**src/rtl/gpio_bus_arbiter.sv**
```systemverilog
// Round-robin share of one GPIO slave port among NUM_M masters; strobe, wait for ready or timeout, ack.
// Latency: grant edge to ack edge is 2 cycles with an immediate ready; 4 cycles per transaction; requests held off until IDLE.
module gpio_bus_arbiter #(
   parameter int NUM_M   = 4,
   parameter int ADDR_W  = 2,
   parameter int DATA_W  = 32,
   parameter int TIMEOUT = 15,
   localparam int GID_W  = (NUM_M > 1) ? $clog2(NUM_M) : 1,
   localparam int TMR_W  = $clog2(TIMEOUT) + 1
) (
   input  logic                     clk,
   input  logic                     rst_n,
   input  logic [NUM_M-1:0]         m_req,
   input  logic [NUM_M-1:0]         m_rw,
   input  logic [NUM_M*ADDR_W-1:0]  m_addr,
   input  logic [NUM_M*DATA_W-1:0]  m_wr_data,
   output logic [NUM_M-1:0]         m_ack,
   output logic                     m_err,
   output logic [DATA_W-1:0]        m_rd_data,
   output logic [GID_W-1:0]         grant_id,
   output logic                     busy,
   output logic                     s_cs_,
   output logic                     s_as_,
   output logic                     s_rw,
   output logic [ADDR_W-1:0]        s_addr,
   output logic [DATA_W-1:0]        s_wr_data,
   input  logic [DATA_W-1:0]        s_rd_data,
   input  logic                     s_rdy_
);

   localparam logic [1:0] ST_IDLE   = 2'd0;
   localparam logic [1:0] ST_STROBE = 2'd1;
   localparam logic [1:0] ST_WAIT   = 2'd2;
   localparam logic [1:0] ST_DONE   = 2'd3;

   localparam logic [NUM_M-1:0] ACK_ONE = {{(NUM_M-1){1'b0}}, 1'b1};

   logic [1:0]        state;
   logic [TMR_W-1:0]  timer;
   logic [GID_W-1:0]  win;
   logic [GID_W-1:0]  cand;
   logic              found;
   logic              sel_rw;
   logic [ADDR_W-1:0] sel_addr;
   logic [DATA_W-1:0] sel_wdata;

   // grant_id doubles as the round-robin pointer: search starts just past the last winner
   always_comb begin
      win   = grant_id;
      found = 1'b0;
      cand  = '0;
      for (int i = 1; i <= NUM_M; i++) begin
         cand = GID_W'((int'(grant_id) + i) % NUM_M);
         if (!found && m_req[cand]) begin
            found = 1'b1;
            win   = cand;
         end
      end
   end

   always_comb begin
      sel_rw    = 1'b0;
      sel_addr  = '0;
      sel_wdata = '0;
      for (int i = 0; i < NUM_M; i++) begin
         if (win == GID_W'(i)) begin
            sel_rw    = m_rw[i];
            sel_addr  = m_addr[i*ADDR_W +: ADDR_W];
            sel_wdata = m_wr_data[i*DATA_W +: DATA_W];
         end
      end
   end

   always_ff @(posedge clk or negedge rst_n) begin
      if (!rst_n) begin
         state     <= ST_IDLE;
         timer     <= '0;
         grant_id  <= GID_W'(NUM_M - 1);
         busy      <= 1'b0;
         s_cs_     <= 1'b1;
         s_as_     <= 1'b1;
         s_rw      <= 1'b1;
         s_addr    <= '0;
         s_wr_data <= '0;
         m_ack     <= '0;
         m_err     <= 1'b0;
         m_rd_data <= '0;
      end else begin
         case (state)
            ST_IDLE: begin
               if (found) begin
                  grant_id  <= win;
                  s_rw      <= sel_rw;
                  s_addr    <= sel_addr;
                  s_wr_data <= sel_wdata;
                  s_cs_     <= 1'b0;
                  s_as_     <= 1'b0;
                  busy      <= 1'b1;
                  state     <= ST_STROBE;
               end
            end
            ST_STROBE: begin
               s_cs_ <= 1'b1;
               s_as_ <= 1'b1;
               timer <= '0;
               state <= ST_WAIT;
            end
            ST_WAIT: begin
               if (!s_rdy_) begin
                  m_rd_data <= s_rw ? s_rd_data : '0;
                  m_ack     <= ACK_ONE << grant_id;
                  m_err     <= 1'b0;
                  state     <= ST_DONE;
               end else if (timer == TMR_W'(TIMEOUT - 1)) begin
                  m_rd_data <= '0;
                  m_ack     <= ACK_ONE << grant_id;
                  m_err     <= 1'b1;
                  state     <= ST_DONE;
               end else begin
                  timer <= timer + 1'b1;
               end
            end
            default: begin
               m_ack <= '0;
               m_err <= 1'b0;
               busy  <= 1'b0;
               state <= ST_IDLE;
            end
         endcase
      end
   end

endmodule

```
**config.mk**
```make
export PLATFORM = sky130hd
export DESIGN_NAME = gpio_bus_arbiter
export DESIGN_NICKNAME = d
export VERILOG_FILES = /design/src/rtl/gpio_bus_arbiter.sv
export SDC_FILE = /design/constraint.sdc
export NUM_CORES = 1
export LEC_CHECK = 0
export ABC_AREA = 1
export BUFFER_PORTS_ARGS = -buffer_cell sky130_fd_sc_hd__buf_2
export CORE_ASPECT_RATIO = 0.75
export CORE_MARGIN = 2
export CORE_UTILIZATION = 42
export DETAILED_ROUTE_END_ITERATION = 7
export PLACE_DENSITY = 0.74
export SYNTH_ARGS = -nofsm -noshare
export SYNTH_HDL_FRONTEND = slang
export SYNTH_SLANG_ARGS = --single-unit
export TNS_END_PERCENT = 10
```
**constraint.sdc**
```tcl
create_clock -name clk -period 2.53 [get_ports clk]
set_input_delay 0.506 -clock clk [delete_from_list [all_inputs] [get_ports clk]]
set_output_delay 0.506 -clock clk [all_outputs]
set_load 0.05 [all_outputs]
```
* Word level (Yosys, flattened, before mapping)
Cells that the tools add are included.
** Storage, ports and cells
- Output and inout bits :: 77
- Word-level logic and storage cells :: 101
- Register bits after elaboration :: 83
- Input bits :: 179
** Cells by class
- Muxes and demuxes :: 48
- Add/sub/neg operators :: 5
- $lt $le $gt $ge :: 4
- Reduce and logical (&&, ||, !) cells :: 19
- Bitwise gates (word level) :: 2
- Shifts and indexed selects :: 1
- Eq/ne operators :: 11
** Operators with widths (number)
- $mux 32 :: 7
- $mux 2 :: 11
- $mux 1 :: 16
- $lt 2x3->1 const B :: 4
- $reduce_and 2->1 :: 6
- $mux 5 :: 2
- $pmux 5 s2 :: 1
- $bmux 1 s2 :: 4
- $mux 4 :: 2
- $pmux 4 s2 :: 1
- $eq 2x2->1 const B :: 3
- $ne 2x2->1 const B :: 3
- $pmux 1 s2 :: 3
- $pmux 2 s3 :: 1
- $add 5x1->5 const B :: 1
- $eq 5x4->1 const B :: 1
- $add 2x1->2 const B :: 2
- $add 2x2->2 const B :: 2
- $eq 2x1->1 const B :: 2
- $logic_not 2->1 :: 2
- $reduce_bool 2->1 :: 2
- $reduce_or 2->1 :: 2
- $shl 1x2->4 const A :: 1
- $logic_and 1x1->1 :: 3
- 5 further kinds :: 8

* Logic depth before layout (Yosys ltp)
- Depth after elaboration :: 18
- Depth in mapped cells :: 16
- Gate-level depth less buffers :: 15

* Worst setup path after synthesis
No wires, ideal clock.
- Kind :: flip-flop to flip-flop
- From :: register grant_id[0]
- To :: register s_wr_data[5]
- Buffers on the path :: 2
- Required time :: 2412 ps
- Cell stages (with the launch flop) :: 15
- Clock period less this slack :: 2606 ps
- Library setup time :: 118 ps
- Path slack :: -76 ps
- Arrival time :: 2489 ps
- Cells stage by stage :: dfstp_2 inv_2 ha_1 inv_1 nand3_2 nand2_2 nand3_2 nand2_4 nand2_8 buf_6 buf_6 o21ai_1 nand3_1 nand2_1 nand2_1
** Between the ends
- Word-level cells in the longest chain between the ends :: 18
- Elaborated cells on any way between the ends :: 35
- Those cells by class :: add/sub (4); eq/ne (3); mux (20); reduce/logical (8)
** RTL lines
- start, declared :: RTL line 20 : output logic [GID_W-1:0] grant_id,
- start signal, assigned :: RTL line 78 : grant_id <= GID_W'(NUM_M - 1);
- start signal, assigned :: RTL line 92 : grant_id <= win;
- $add 2x1->2 :: RTL line 53 : cand = GID_W'((int'(grant_id) + i) % NUM_M);
- $bmux 1 s2 :: RTL line 54 : if (!found && m_req[cand]) begin
- $mux 1 (not written as such) :: RTL line 54
- $mux 1 :: RTL line 54
- $logic_not 1->1 :: RTL line 54
- $logic_and 1x1->1 :: RTL line 54
- $mux 1 :: RTL line 54
- $logic_not 1->1 :: RTL line 54
- $logic_and 1x1->1 :: RTL line 54
- $mux 1 :: RTL line 54
- $logic_not 1->1 :: RTL line 54
- $logic_and 1x1->1 :: RTL line 54
- $mux 2 :: RTL line 54
- $logic_not 2->1 :: RTL line 66 : if (win == GID_W'(i)) begin
- $mux 32 (4 in series) :: RTL line 66
- end signal, assigned :: RTL line 95 : s_wr_data <= sel_wdata;
- end, declared :: RTL line 26 : output logic [DATA_W-1:0] s_wr_data,
Several ways; a longest one is shown, not always the timed one. The select of a mux whose other input is x is not followed.
A chain may end at the register's enable or synchronous reset.

* Final worst setup path
- From :: register grant_id[1]
- To :: register s_wr_data[21]
The elaborated chain is that of the path after synthesis.

==> impl_metrics.toml <==
[cts]
cts_h_tree_lvls = 3
cts_tree = "built"
cts.path.max_buffers = 2
path_clk_slew_ns = 0.06
cts.sink_count = 83
cts.hold.buffers_added = 0
cts_buffers = 9
clkLatencyLatePin_ns = 0.33
clockRootBuffer = "sky130_fd_sc_hd__clkbuf_16"

[final_layout]
postLayoutCellArea_sq_um = 6990
synthToLayoutAreaGrowth_pct = 37.7
antennaDiodeCount = 0
final_layout_size_suffix_gt1_share_pct = 37.2
num-nets-final = 1138

[floorplan]
top_level_i_o_count = 256
total_die_area_sq_um = 13000
core_sq_um = 11700
dieHeight_um = 99.2
die_w_um = 131
floorplan.initialDensity_pct = 43.4
num_rows = 34

[worst_setup_path]
timing.critical_path.mode_cell = "sky130_fd_sc_hd__nand2_1"
critPathBufInv = 4
path_cells = "inv_2 > ha_4 > inv_2 > nand3_4 > nand2_4 > inv_2 > nand3_4 > nand2_4 > nand2_8 > nor2_8 > buf_12 > nand2_1 > nand3_1 > nand2_1 > nand2_1 > nand2_1"
critical_path_class = "flop to flop"
path_delay_family = "simple AND/OR/NAND/NOR gates"
slowest_delay_ns = 0.65
cp_slowest_cell = "sky130_fd_sc_hd__dfstp_4"
crit_path_end_kind = "flop"
timing.critical_path.fanout_max = 8
crit_arrival_ns = 2.65
worst_ep_required_time_ns = 2.76
timing.critical_path.from_type = "flop"

[timing]
clock-skew-final_ns = 0.00642
rsz0062_at_grt = "yes"
final_min_period_over_clock_period_pct = 95.7
relSlewSlack_pct = 60.5
fin_ws_ns = 0.110
final.hold.worst_slack_ns = 0.0910
pins_over_their_slew_limit = 0
fmax_mhz = 413
hold_viol_final = 0
worstMarginPinSlew_ns = 0.593
setup_viol_count_final = 0
finalWorstPathRequiredPeriod_ns = 2.42

[drt]
m1WireLength_mm = 6.82
highest_layer = "met4"
route.detailed.drc = 0
postRouteAntennaNets = 0
detailroute.wirelength.met2_mm = 7.28
routed_wire_length_per_instance_um = 13.7
total_length_of_routed_wires_mm = 15.2
first_iter_violations = 222
routed-via-count = 5235
met3RoutedLength_um = 900
detail_route.first_pass.iterations = 4
vias_per_cell = 4.69

[synthesis]
yosys_warnings = 0
synth_fp_nets = 877
synthCells = 688
synth_top_area_share_pct = 38.9
synth-seq-cells = 83
synth_ff_type = "sky130_fd_sc_hd__dfrtp_1"
ys_async_sr_fraction_pct = 100
synth.top_cells.by_area = "sky130_fd_sc_hd__dfrtp_1 39%, sky130_fd_sc_hd__nand2_1 17%, sky130_fd_sc_hd__inv_1 8.1%"
synth_edf_count = 0
netlist_area_sq_um = 5080
yosys.area.top_type = "sky130_fd_sc_hd__dfrtp_1"
post_synth_num_cell_types = 32
syn-mean-instance-area_sq_um = 7.38
ys_seq_area_share_pct = 41.0

[placed_design]
placedInstanceArea_sq_um = 6580
portBuffers = 255
gp_congestion = 0.897
place.detailed.hpwl_mm = 11.5
place_ws_ns = 0.0163

[worst_hold_path]
min_path_type = "primary input to asynchronous set/reset pin"

[run]
maxCapViolations = 0

[grt]
globalRouteTotalUtil_pct = 22.6
first_global_vias = 4898
wire_length_of_the_first_global_routing_pass_mm = 23.2
grt.overflow.total = 0
grt_start_max_net_pins = 57
grt_antenna_before_repair = 0

[run_status]
outcome = "complete, no violations"
-- placed cells by master (no fill, tap or decap), drive strengths merged --
master	netlist	routed
a21oi	6	6
a22o	1	1
buf	21	283
clkbuf	15	12
clkinvlp	0	3
dfrtp	79	79
dfstp	4	4
ha	10	10
inv	112	115
nand2	261	261
nand3	68	68
nand4	2	2
nor2	7	8
nor3	1	1
o21ai	64	64
o22ai	33	33
or2	2	2
xor2	2	2
-- cell usage after synthesis (2+ instances only) --
cell,instances
sky130_fd_sc_hd__a21oi_1,6
sky130_fd_sc_hd__buf_2,4
sky130_fd_sc_hd__buf_4,4
sky130_fd_sc_hd__buf_6,12
sky130_fd_sc_hd__clkbuf_1,14
sky130_fd_sc_hd__dfrtp_1,79
sky130_fd_sc_hd__dfstp_2,4
sky130_fd_sc_hd__ha_1,10
sky130_fd_sc_hd__inv_1,109
sky130_fd_sc_hd__inv_2,2
sky130_fd_sc_hd__nand2_1,236
sky130_fd_sc_hd__nand2_2,19
sky130_fd_sc_hd__nand2_4,4
sky130_fd_sc_hd__nand2_8,2
sky130_fd_sc_hd__nand3_1,62
sky130_fd_sc_hd__nand3_2,5
sky130_fd_sc_hd__nand4_1,2
sky130_fd_sc_hd__nor2_1,4
sky130_fd_sc_hd__nor2_8,3
sky130_fd_sc_hd__o21ai_0,28
sky130_fd_sc_hd__o21ai_1,29
sky130_fd_sc_hd__o21ai_2,7
sky130_fd_sc_hd__o22ai_1,33
sky130_fd_sc_hd__xor2_1,2
-- layer usage --
layer,global-route usage [%],vias to the layer above
met5,0,-
met4,6.14,0
met3,4.84,20
met2,39.0,195
met1,28.8,2336
li1,-,2684
-- cell families (layout without fill, tap and decap cells) --
group | Yosys count | after routing | synth area share (%)
simple gates | 341 | 342 | 31.0
buf+inv | 148 | 413 | 13.6
compound gates | 104 | 104 | 11.7
flops | 83 | 83 | 41.0
fa+ha+maj | 10 | 10 | 2.46
xor+xnor | 2 | 2 | 0.345
-- cell type report --
cell class | count | area [sq um]
multi-input combinational | 458 | 2370
clock inverter | 6 | 48.8
fill | 1079 | 4710
tap | 162 | 203
timing repair buffer | 285 | 1630
sequential | 83 | 2090
inverter | 112 | 425
clock buffer | 10 | 229
-- through the flow --
step / cells / setup TNS (ns) / util (%)
after floorplan: 688 / 0 / -
after global placement: 1093 / 0 / 56.2
after detailed placement: 1093 / 0 / 56.2
after CTS: 1109 / 0 / 58.7
after global routing: 1116 / -0.0904 / 59.8
final: 1116 / 0 / 59.8
-- sequential cells by signal, indices dropped and copies added, names as in the netlist --
name / flops
busy: 1
grant_id: 2
m_ack: 4
m_err: 1
m_rd_data: 32
s_addr: 2
s_as_: 1
s_rw: 1
s_wr_data: 32
state: 2
timer: 5
-- path summary, 6_finish.rpt --
check	start	to	slack, ns	cells past startpoint
worst max-delay path	grant_id[1]$_DFFE_PN1P_	s_wr_data[21]$_DFFE_PN0P_	0.11	16
worst min-delay path	rst_n	m_rd_data[0]$_DFFE_PN0P_	0.09	1
worst max register to register	grant_id[1]$_DFFE_PN1P_	s_wr_data[21]$_DFFE_PN0P_	0.11	16
worst min register to register	m_ack[3]$_DFFE_PN0P_	m_ack[3]$_DFFE_PN0P_	0.47	2
max in group asynchronous	rst_n	s_wr_data[16]$_DFFE_PN0P_	1.80	2
min in group clk	s_rd_data[10]	m_rd_data[10]$_DFFE_PN0P_	0.43	3
-- what timing repair did --
action,in CTS,in global routing
setup buffers,0,4
endpoints found under the hold margin,0,0
cloned,0,3
pin swaps,0,4
setup endpoints to repair,2,30
gates resized for setup,1,8
Power is left out: the tool's default activity adds up to more than one toggle a clock period on the data nets, which glitch-free logic cannot reach.
